**config.mk**
```make
export PLATFORM = sky130hd
export DESIGN_NAME = trail_buffer_flat
export DESIGN_NICKNAME = d
export VERILOG_FILES = /design/src/rtl/trail_buffer_if.sv /design/src/rtl/trail_buffer.sv /design/src/flat_wrapper.sv
export SDC_FILE = /design/constraint.sdc
export NUM_CORES = 2
export LEC_CHECK = 0
export BUFFER_PORTS_ARGS = -buffer_cell sky130_fd_sc_hd__buf_4
export CAP_MARGIN = 20
export CORE_MARGIN = 2
export CORE_UTILIZATION = 45
export CTS_BUF_LIST = sky130_fd_sc_hd__clkbuf_4 sky130_fd_sc_hd__clkbuf_8
export CTS_CLUSTER_SIZE = 24
export DETAILED_ROUTE_END_ITERATION = 12
export SYNTH_ARGS = -nofsm -noshare
export SYNTH_HDL_FRONTEND = slang
export SYNTH_SLANG_ARGS = --single-unit
```
**constraint.sdc**
```tcl
create_clock -name Clk -period 5 [get_ports Clk]
set_input_delay 0.25 -clock Clk [delete_from_list [all_inputs] [get_ports Clk]]
set_output_delay 0.25 -clock Clk [all_outputs]
set_load 0.05 [all_outputs]
```
**src/rtl/trail_buffer_if.sv**
```systemverilog
// Bus bundle for trail_buffer: head input, frame strobe, control and
// the indexed read port. The master side drives the head and the
// controls; the slave side is the buffer itself.
interface trail_buffer_if #(
   parameter int IDX_W = 6
);
   logic             frame_clk;
   logic [9:0]       HeadX;
   logic [9:0]       HeadY;
   logic             grow;
   logic             clear;
   logic [IDX_W-1:0] rd_idx;
   logic [9:0]       rd_x;
   logic [9:0]       rd_y;
   logic             rd_valid;
   logic [IDX_W:0]   Length;
   logic [IDX_W:0]   valid_len;
   logic             busy;
   logic             scan_done;
   logic             collide;

   modport master (
      output frame_clk, HeadX, HeadY, grow, clear, rd_idx,
      input  rd_x, rd_y, rd_valid, Length, valid_len, busy, scan_done, collide
   );

   modport slave (
      input  frame_clk, HeadX, HeadY, grow, clear, rd_idx,
      output rd_x, rd_y, rd_valid, Length, valid_len, busy, scan_done, collide
   );
endinterface

```
**src/rtl/trail_buffer.sv**
```systemverilog
// Snake/trail history. Once per frame the ball head position is pushed
// into a circular buffer of the last Length positions, then the body is
// scanned one entry per cycle for self-collision. A second read port
// serves the colour mapper without stalling the scan.
//
// state   | meaning
// --------+------------------------------------------------------------
// IDLE    | waiting for a frame tick (or a tick left pending)
// SCAN    | one body entry read per cycle, compared one cycle later
// DONE    | scan_done pulse, back to IDLE next cycle
module trail_buffer #(
   parameter int DEPTH    = 64,
   parameter int IDX_W    = 6,
   parameter int INIT_LEN = 4
) (
   input logic          Clk,
   input logic          Reset_n,
   trail_buffer_if.slave bus
);

   localparam logic [1:0] ST_IDLE = 2'd0;
   localparam logic [1:0] ST_SCAN = 2'd1;
   localparam logic [1:0] ST_DONE = 2'd2;

   localparam logic [IDX_W:0] LP_DEPTH = DEPTH[IDX_W:0];
   localparam logic [IDX_W:0] LP_INIT  = INIT_LEN[IDX_W:0];

   logic [19:0]      r_mem [DEPTH];
   logic [19:0]      r_scan_q;

   logic             r_fc_s1;
   logic             r_fc_s2;
   logic             r_fc_s3;
   logic             r_tick;

   logic [1:0]       r_state;
   logic [IDX_W-1:0] r_wr_ptr;
   logic [IDX_W:0]   r_valid_len;
   logic [IDX_W:0]   r_length;
   logic [19:0]      r_head;
   logic             r_grow_pending;
   logic             r_tick_pending;
   logic [IDX_W:0]   r_scan_cnt;
   logic [IDX_W-1:0] r_scan_addr;
   logic             r_cmp_vld;
   logic             r_collide;
   logic             r_scan_done;

   logic [9:0]       r_rd_x;
   logic [9:0]       r_rd_y;
   logic             r_rd_valid;

   logic             w_idle;
   logic             w_service;
   logic [19:0]      w_head;
   logic             w_same;
   logic             w_push;
   logic [IDX_W:0]   w_len_next;
   logic [IDX_W:0]   w_vlen_inc;
   logic [IDX_W:0]   w_vlen_next;
   logic [IDX_W-1:0] w_rd_addr;

   // r_head always equals entry[wr_ptr-1] once anything has been pushed,
   // so the stationary-head test needs no extra memory read port.
   assign w_idle      = (r_state == ST_IDLE);
   assign w_service   = w_idle & (r_tick | r_tick_pending);
   assign w_head      = {bus.HeadX, bus.HeadY};
   assign w_same      = (r_valid_len != '0) && (w_head == r_head);
   assign w_push      = w_service & ~w_same & ~bus.clear;
   assign w_len_next  = (r_grow_pending && (r_length < LP_DEPTH)) ? r_length + 1'b1 : r_length;
   assign w_vlen_inc  = r_valid_len + 1'b1;
   assign w_vlen_next = (w_vlen_inc > w_len_next) ? w_len_next : w_vlen_inc;
   assign w_rd_addr   = r_wr_ptr - 1'b1 - bus.rd_idx;

   // frame_clk synchronizer and registered rising-edge tick
   always_ff @(posedge Clk or negedge Reset_n) begin
      if (!Reset_n) begin
         r_fc_s1 <= 1'b0;
         r_fc_s2 <= 1'b0;
         r_fc_s3 <= 1'b0;
         r_tick  <= 1'b0;
      end else begin
         r_fc_s1 <= bus.frame_clk;
         r_fc_s2 <= r_fc_s1;
         r_fc_s3 <= r_fc_s2;
         r_tick  <= r_fc_s2 & ~r_fc_s3;
      end
   end

   // history storage: head write on push, pipelined scan read
   always_ff @(posedge Clk) begin
      if (w_push) begin
         r_mem[r_wr_ptr] <= w_head;
      end
      r_scan_q <= r_mem[r_scan_addr];
   end

   // push decision, length bookkeeping and scan FSM
   always_ff @(posedge Clk or negedge Reset_n) begin
      if (!Reset_n) begin
         r_state        <= ST_IDLE;
         r_wr_ptr       <= '0;
         r_valid_len    <= '0;
         r_length       <= LP_INIT;
         r_head         <= '0;
         r_grow_pending <= 1'b0;
         r_tick_pending <= 1'b0;
         r_scan_cnt     <= '0;
         r_scan_addr    <= '0;
         r_cmp_vld      <= 1'b0;
         r_collide      <= 1'b0;
         r_scan_done    <= 1'b0;
      end else if (bus.clear) begin
         r_state        <= ST_IDLE;
         r_wr_ptr       <= '0;
         r_valid_len    <= '0;
         r_length       <= LP_INIT;
         r_grow_pending <= 1'b0;
         r_tick_pending <= 1'b0;
         r_scan_cnt     <= '0;
         r_cmp_vld      <= 1'b0;
         r_collide      <= 1'b0;
         r_scan_done    <= 1'b0;
      end else begin
         r_scan_done <= 1'b0;

         // a grow seen in the push cycle counts toward the next push
         if (w_push) begin
            r_grow_pending <= bus.grow;
         end else if (bus.grow) begin
            r_grow_pending <= 1'b1;
         end

         // at most one tick is remembered while the scan is busy
         if (w_service) begin
            r_tick_pending <= 1'b0;
         end else if (r_tick && !w_idle) begin
            r_tick_pending <= 1'b1;
         end

         case (r_state)
            ST_IDLE: begin
               r_cmp_vld <= 1'b0;
               if (w_push) begin
                  r_wr_ptr    <= r_wr_ptr + 1'b1;
                  r_head      <= w_head;
                  r_length    <= w_len_next;
                  r_valid_len <= w_vlen_next;
                  r_scan_cnt  <= w_vlen_next - 1'b1;
                  r_scan_addr <= r_wr_ptr - 1'b1;
                  r_state     <= ST_SCAN;
               end
            end
            ST_SCAN: begin
               // while cnt is nonzero a read is issued; its data is
               // compared in the following cycle
               r_cmp_vld   <= (r_scan_cnt != '0);
               r_scan_addr <= r_scan_addr - 1'b1;
               if (r_cmp_vld && (r_scan_q == r_head)) begin
                  r_collide <= 1'b1;
               end
               if (r_scan_cnt == '0) begin
                  r_state     <= ST_DONE;
                  r_scan_done <= 1'b1;
               end else begin
                  r_scan_cnt <= r_scan_cnt - 1'b1;
               end
            end
            ST_DONE: begin
               r_cmp_vld <= 1'b0;
               r_state   <= ST_IDLE;
            end
            default: begin
               r_cmp_vld <= 1'b0;
               r_state   <= ST_IDLE;
            end
         endcase
      end
   end

   // independent registered read port; sees pre-push contents
   always_ff @(posedge Clk or negedge Reset_n) begin
      if (!Reset_n) begin
         r_rd_x     <= '0;
         r_rd_y     <= '0;
         r_rd_valid <= 1'b0;
      end else begin
         r_rd_x     <= r_mem[w_rd_addr][19:10];
         r_rd_y     <= r_mem[w_rd_addr][9:0];
         r_rd_valid <= ({1'b0, bus.rd_idx} < r_valid_len);
      end
   end

   assign bus.rd_x      = r_rd_x;
   assign bus.rd_y      = r_rd_y;
   assign bus.rd_valid  = r_rd_valid;
   assign bus.Length    = r_length;
   assign bus.valid_len = r_valid_len;
   assign bus.busy      = ~w_idle;
   assign bus.scan_done = r_scan_done;
   assign bus.collide   = r_collide;

endmodule

```
**src/flat_wrapper.sv**
```systemverilog
// flat-port wrapper written by rule: the top's interface ports become plain ports
module trail_buffer_flat 
#(
   parameter int DEPTH    = 64,
   parameter int IDX_W    = 6,
   parameter int INIT_LEN = 4
)
  (Clk, Reset_n, bus_frame_clk, bus_HeadX, bus_HeadY, bus_grow, bus_clear, bus_rd_idx, bus_rd_x, bus_rd_y, bus_rd_valid, bus_Length, bus_valid_len, bus_busy, bus_scan_done, bus_collide);
  trail_buffer_if #(.IDX_W(IDX_W)) bus_i ();
  input logic Clk;
  input logic Reset_n;
  input wire logic [$bits(bus_i.frame_clk)-1:0] bus_frame_clk;
  input wire logic [$bits(bus_i.HeadX)-1:0] bus_HeadX;
  input wire logic [$bits(bus_i.HeadY)-1:0] bus_HeadY;
  input wire logic [$bits(bus_i.grow)-1:0] bus_grow;
  input wire logic [$bits(bus_i.clear)-1:0] bus_clear;
  input wire logic [$bits(bus_i.rd_idx)-1:0] bus_rd_idx;
  output wire logic [$bits(bus_i.rd_x)-1:0] bus_rd_x;
  output wire logic [$bits(bus_i.rd_y)-1:0] bus_rd_y;
  output wire logic [$bits(bus_i.rd_valid)-1:0] bus_rd_valid;
  output wire logic [$bits(bus_i.Length)-1:0] bus_Length;
  output wire logic [$bits(bus_i.valid_len)-1:0] bus_valid_len;
  output wire logic [$bits(bus_i.busy)-1:0] bus_busy;
  output wire logic [$bits(bus_i.scan_done)-1:0] bus_scan_done;
  output wire logic [$bits(bus_i.collide)-1:0] bus_collide;
  assign bus_i.frame_clk = bus_frame_clk;
  assign bus_i.HeadX = bus_HeadX;
  assign bus_i.HeadY = bus_HeadY;
  assign bus_i.grow = bus_grow;
  assign bus_i.clear = bus_clear;
  assign bus_i.rd_idx = bus_rd_idx;
  assign bus_rd_x = bus_i.rd_x;
  assign bus_rd_y = bus_i.rd_y;
  assign bus_rd_valid = bus_i.rd_valid;
  assign bus_Length = bus_i.Length;
  assign bus_valid_len = bus_i.valid_len;
  assign bus_busy = bus_i.busy;
  assign bus_scan_done = bus_i.scan_done;
  assign bus_collide = bus_i.collide;
  trail_buffer #(.DEPTH(DEPTH), .IDX_W(IDX_W), .INIT_LEN(INIT_LEN)) u_core (.Clk(Clk), .Reset_n(Reset_n), .bus(bus_i));
endmodule
```
# Yosys cells after proc, flatten, opt, wreduce, memory -nomap -nowiden
# Memory sizes are Yosys's and may differ from the RTL's. A register that Yosys moved wholly into a read port is not among the register bits.
# Cells that the tools add are included.
[classes]
bitwise_logic = 9
mux = 37
n_addsub = 8
n_eq_ne = 7
n_reduce_logical = 24
n_lt_le_gt_ge = 3
[op_table]
columns = ["operator", "n"]
rows = [
  ["2-to-1 mux 7 bit", 11],
  ["== test 20 bit", 2],
  ["2-to-1 mux 6 bit", 4],
  ["2-to-1 mux 1 bit", 16],
  ["adder 7 x 1 -> 7 bit (second input constant)", 2],
  ["case mux 7 bit (2 select lines)", 1],
  ["nonzero test 7 bit", 2],
  ["subtractor 7 x 1 -> 7 bit (second input constant)", 2],
  ["case mux 6 bit (2 select lines)", 1],
  ["subtractor 6 x 1 -> 6 bit (second input constant)", 2],
  ["nonzero test 2 bit", 5],
  ["AND reduction 3 bit", 3],
  ["nonzero test 3 bit", 3],
  ["greater-than comparator 7 bit", 1],
  ["logical NOT 7 bit", 1],
  ["less-than comparator 6 x 7 -> 1 bit", 1],
  ["less-than comparator 7 bit (second input constant)", 1],
  ["adder 6 x 1 -> 6 bit (second input constant)", 1],
  ["2-to-1 mux 2 bit", 3],
  ["!= test 3 bit (second input constant)", 2],
  ["AND reduction 2 bit", 3],
  ["subtractor 6 bit", 1],
  ["AND 1 bit", 4],
  ["logical AND 1 bit", 4],
  ["other kinds (8)", 12],
]
[totals]
n_memories = 1
ram_bits = 1280
reg_bits = 65
wordCells = 106
[memory_table]
columns = ["memory", "words", "width", "rd", "rd_ports_with_merged_regs", "write_ports", "line_no", "text"]
rows = [
  ["u_core.r_mem", 64, 20, 2, 2, 1, "trail_buffer.sv:28", "logic [19:0] r_mem [DEPTH];"],
]

# Longest topological paths before layout
[depth]
depth_word = 9
depth_mapped = 15

# Worst setup path after synthesis
# No wires, ideal clock.
[synth_path]
kind = "register -> register"
startpoint = "reg u_core.r_valid_len[3], in the netlist u_core.bus.valid_len[3]"
endpoint = "mem u_core.r_mem[7][0] (enable)"
arrival_time_ps = 3818
path_buffers = 1
synth_period_minus_slack_ps = 4266
setup_time_ps = 448
path_slack_ps = 734
required_time_ps = 4552
stages_incl_launch_ff = 8
cell_sequence = "dfrtp_1 > buf_4 > nor4_1 > a31o_2 > o31ai_1 > nor3_1 > nand2b_1 > nor4_1"
[synth_between]
elab_chain_len = 7
[synth_lines]
columns = ["element", "line_no", "text"]
rows = [
  ["start, declared", "trail_buffer.sv:38", "logic [IDX_W:0] r_valid_len;"],
  ["start signal, assigned", "trail_buffer.sv:148", "r_valid_len <= w_vlen_next;"],
  ["nonzero test 7 bit", "trail_buffer.sv:68", "assign w_same = (r_valid_len != '0) && (w_head == r_head);"],
  ["logical AND 1 bit", "trail_buffer.sv:68", ""],
  ["inverter 1 bit", "trail_buffer.sv:69", "assign w_push = w_service & ~w_same & ~bus.clear;"],
  ["AND 1 bit (2 in a row)", "trail_buffer.sv:69", ""],
  ["2-to-1 mux 1 bit", "trail_buffer.sv:92", "if (w_push) begin"],
  ["2-to-1 mux 1 bit (not written as such)", "trail_buffer.sv:93", "r_mem[r_wr_ptr] <= w_head;"],
  ["end, declared", "trail_buffer.sv:28", ""],
]
# No other way between the ends.

# Worst setup path after layout
[layout_path]
startpoint = "reg u_core.r_wr_ptr[0]"
endpoint = "reg u_core.r_rd_y[3], in the netlist u_core.bus.rd_y[3], read port of u_core.r_mem"
[layout_between]
elab_chain_len = 2
[layout_lines]
columns = ["element", "line_no", "text"]
rows = [
  ["start, declared", "trail_buffer.sv:37", "logic [IDX_W-1:0] r_wr_ptr;"],
  ["start signal, assigned", "trail_buffer.sv:145", "r_wr_ptr <= r_wr_ptr + 1'b1;"],
  ["subtractor 6 x 1 -> 6 bit", "trail_buffer.sv:73", "assign w_rd_addr = r_wr_ptr - 1'b1 - bus.rd_idx;"],
  ["subtractor 6 bit", "trail_buffer.sv:73", ""],
  ["end, declared", "trail_buffer.sv:50", "logic [9:0] r_rd_y;"],
]
# No other way between the ends.
# A chain may end at the register's enable or synchronous reset.

==> flow_metrics.py <==
metrics = {
    "place": {
        "hpwl_um": 121000,
        "dp_slack_ns": 0.0614,
        "port_buffers": 68,
        "gp_congestion": 0.854,
        "placed_cell_area_sq_um": 68800,
    },
    "hold_path": {
        "hold_path.class": "in2reg",
        "min_from": "bus_HeadX[5]",
    },
    "worst_setup_path": {
        "cp.arrival_ns": 5.83,
        "cp-end-kind": "flop",
        "worstSetupPathType": "reg2reg",
        "startpoint": "u_core.r_wr_ptr[0]",
        "start_kind": "flop",
        "r2r_start": "u_core.r_wr_ptr[0]",
        "crit_fanout": 58,
        "worstPathRequired_ns": 5.77,
    },
    "sta": {
        "maxSlewHeadroom_pct": 20.3,
        "finalMaxSlewViolations": 0,
        "finalSetupViolations": 1,
        "rsz0062_at_grt": "false",
        "worst_slew_pin_slew_ns": 1.16,
        "fin_skew_ns": 0.0580,
        "layout_setup_ws_ns": -0.0646,
        "period_share_pct": 101,
        "finalCriticalPeriod_ns": 5.06,
        "fmax_mhz": 197,
        "finalHoldViolCount": 0,
    },
    "routing": {
        "vias": 35909,
        "via_per_inst": 6.73,
        "route.final.wire_length_um": 203000,
        "drtPass1Iterations": 5,
        "wire_per_inst_um": 38.0,
        "drt_iter0_drc": 5064,
        "antenna_left": 0,
        "drcViolationCount": 0,
    },
    "layout": {
        "ff_latch_area_sq_um": 41000,
        "syn_to_final_growth_pct": 15.9,
        "finalInstanceArea_sq_um": 74000,
        "multi_input_area_sq_um": 22500,
        "drive_gt1_share_pct": 45.5,
        "num-fill-cells": 11005,
        "final_nets": 3303,
        "post-route-util_pct": 52.4,
    },
    "synthesis": {
        "yosysWarningCount": 0,
        "ys_ff_latch": 1385,
        "netlist.area_leader.share_pct": 60.2,
        "synth_ff_type": "edfxtp_1",
        "async_reset_ff_share_pct": 6.14,
        "postSynthCellCount": 2966,
        "synth-edff-count": 1280,
        "syn-num-nets": 3020,
        "synth_top_cell_by_area": "edfxtp_1",
        "ys_seq_area_share_pct": 64.1,
        "syn_area_per_cell_sq_um": 21.5,
        "synth.area.top_cells": "edfxtp_1, mux4_2, dfrtp_1",
        "syn_area_sq_um": 63900,
        "yosysUniqueCellTypes": 63,
    },
    "power_and_ir_drop": {
        "power_leakage_nw": 23.7,
        "vdd_drop_max_mv": 0.400,
        "power_density_nw_per_um2": 509,
    },
    "flow_run": {
        "maxCapViolations": 0,
    },
    "clock_network": {
        "post_cts_buffers": 0,
        "cts.path.max_buffers": 3,
        "cts-root-buf": "clkbuf_8",
        "cts_tree": "built",
        "clk_pin_slew_ns": 0.06,
        "clock_latency_ns": 0.97,
        "numCtsBuffers": 224,
        "clock-sinks": 1385,
        "cts_max_level": 4,
    },
    "global_routing": {
        "antenna_found_initial": 15,
        "first_global_vias": 36261,
        "overflow": 0,
        "grt_usage_pct": 28.1,
        "grt_pass1_wl_um": 283000,
        "grt_max_degree": 68,
    },
    "floorplanning": {
        "dieHeight_um": 381,
        "die-area_sq_um": 145000,
        "fp.dieW_um": 381,
        "io-pin-count": 69,
        "start_util_pct": 45.2,
        "core-area_sq_um": 141000,
        "row_count": 138,
    },
    "status": {
        "status": "complete, but fails checks",
        "violations": "negative setup slack",
    },
}
## worst max-delay path: stages, from the launching register on
cell     delay [ns]
dfrtp_1        0.57
inv_1          0.19
ha_1           0.36
inv_1          0.10
fa_4           1.17
buf_12         0.38
mux4_2         0.39
mux4_2         0.46
mux2i_1        0.91
a21oi_1        0.21
## path summary, 6_finish.rpt
path	endpoint	slack [ns]	depth (start not counted)
setup / recovery	u_core.bus.rd_y[3]	-0.06	9
max in group asynchronous	u_core.r_scan_addr[4]	3.54	4
min in group asynchronous	u_core.bus.valid_len[0]	0.49	4
setup reg to reg	u_core.bus.rd_y[3]	-0.06	9
hold / removal	u_core.r_mem[62][15]	0.10	2
hold reg to reg	u_core.r_fc_s2	0.36	0
## layout by cell type (no fill, tap or decap), types with 33 or more instances in the layout
cell,n
buf_4,173
xor2_1,33
clkinv_2,39
xnor2_1,35
mux4_2,820
nor2_4,62
dfrtp_1,79
clkbuf_4,62
buf_12,78
clkinv_1,53
edfxtp_1,1280
nor2_1,38
a21oi_1,40
clkbuf_8,240
## Yosys cell counts (20+ instances only)
master       n
edfxtp_1  1280
mux4_2     820
clkbuf_1   137
nor2_1     100
dfrtp_1     84
buf_1       81
a21oi_1     40
xnor2_1     39
xor2_1      33
nand2_1     32
mux2i_1     30
nor2b_1     27
inv_1       25
mux2_2      24
a211oi_1    22
ha_1        22
dfxtp_1     20
## power by group
group / internal, mW / switching [mW]
logic: 6.53 / 6.89
clock network: 5.88 / 4.66
registers: 13.0 / 0.739
total: 25.4 / 12.3
## through the flow
step                      hold slack, ns  std cells  power, mW  setup TNS, ns
after CTS                         0.0135       5337       37.7              0
after global routing              0.0822       5338       38.9              0
after global placement             0.330       4883       27.1              0
after detailed placement           0.342       4883       27.2              0
final                              0.104       5339       37.7        -0.0646
after floorplan                  -0.0456       2966       22.4              0
## metal layers
layer / vias up / global-route usage (%) / share of wire, %
met5: - / 0 / 0.051
met4: 16 / 9.41 / 3.3
met3: 385 / 9.02 / 12
met2: 2447 / 41.9 / 46
met1: 19468 / 39.5 / 38
li1: 13593 / - / -
## kinds of logic after synthesis
logic type | share of synthesized area, %
flops | 64.1
mux | 29.8
buf+inv | 1.48
simple gates | 1.92
compound gates | 1.17
xor+xnor | 1.05
fa+ha+maj | 0.462
## area by class of cell
class | count | area share [%]
flip-flops and latches | 1385 | 55.4
multi-input cells | 1332 | 30.5
clock buffers | 302 | 5.09
repair buffers | 281 | 4.29
well taps | 1890 | 3.20
clock inverters | 122 | 1.45
inverters | 25 | 0.127
diodes | 2 | 0.00676
## state kept, by name, indices dropped and copies added, names as in the netlist, 2 cells and up
signal                count
u_core.bus.valid_len      7
u_core.r_head            20
u_core.r_scan_q          20
u_core.r_scan_addr        6
u_core.bus.rd_x          10
u_core.bus.Length         7
u_core.r_wr_ptr           6
u_core.r_scan_cnt         7
u_core.r_state            2
u_core.r_mem           1280
u_core.bus.rd_y          10
## repair_timing
item                                     CTS  global route
endpoints found under the setup margin     0            10
hold buffers                              30             0
endpoints found under the hold margin   1144             0
resized for setup                          0            10
(Power assumes the default switching activity.)
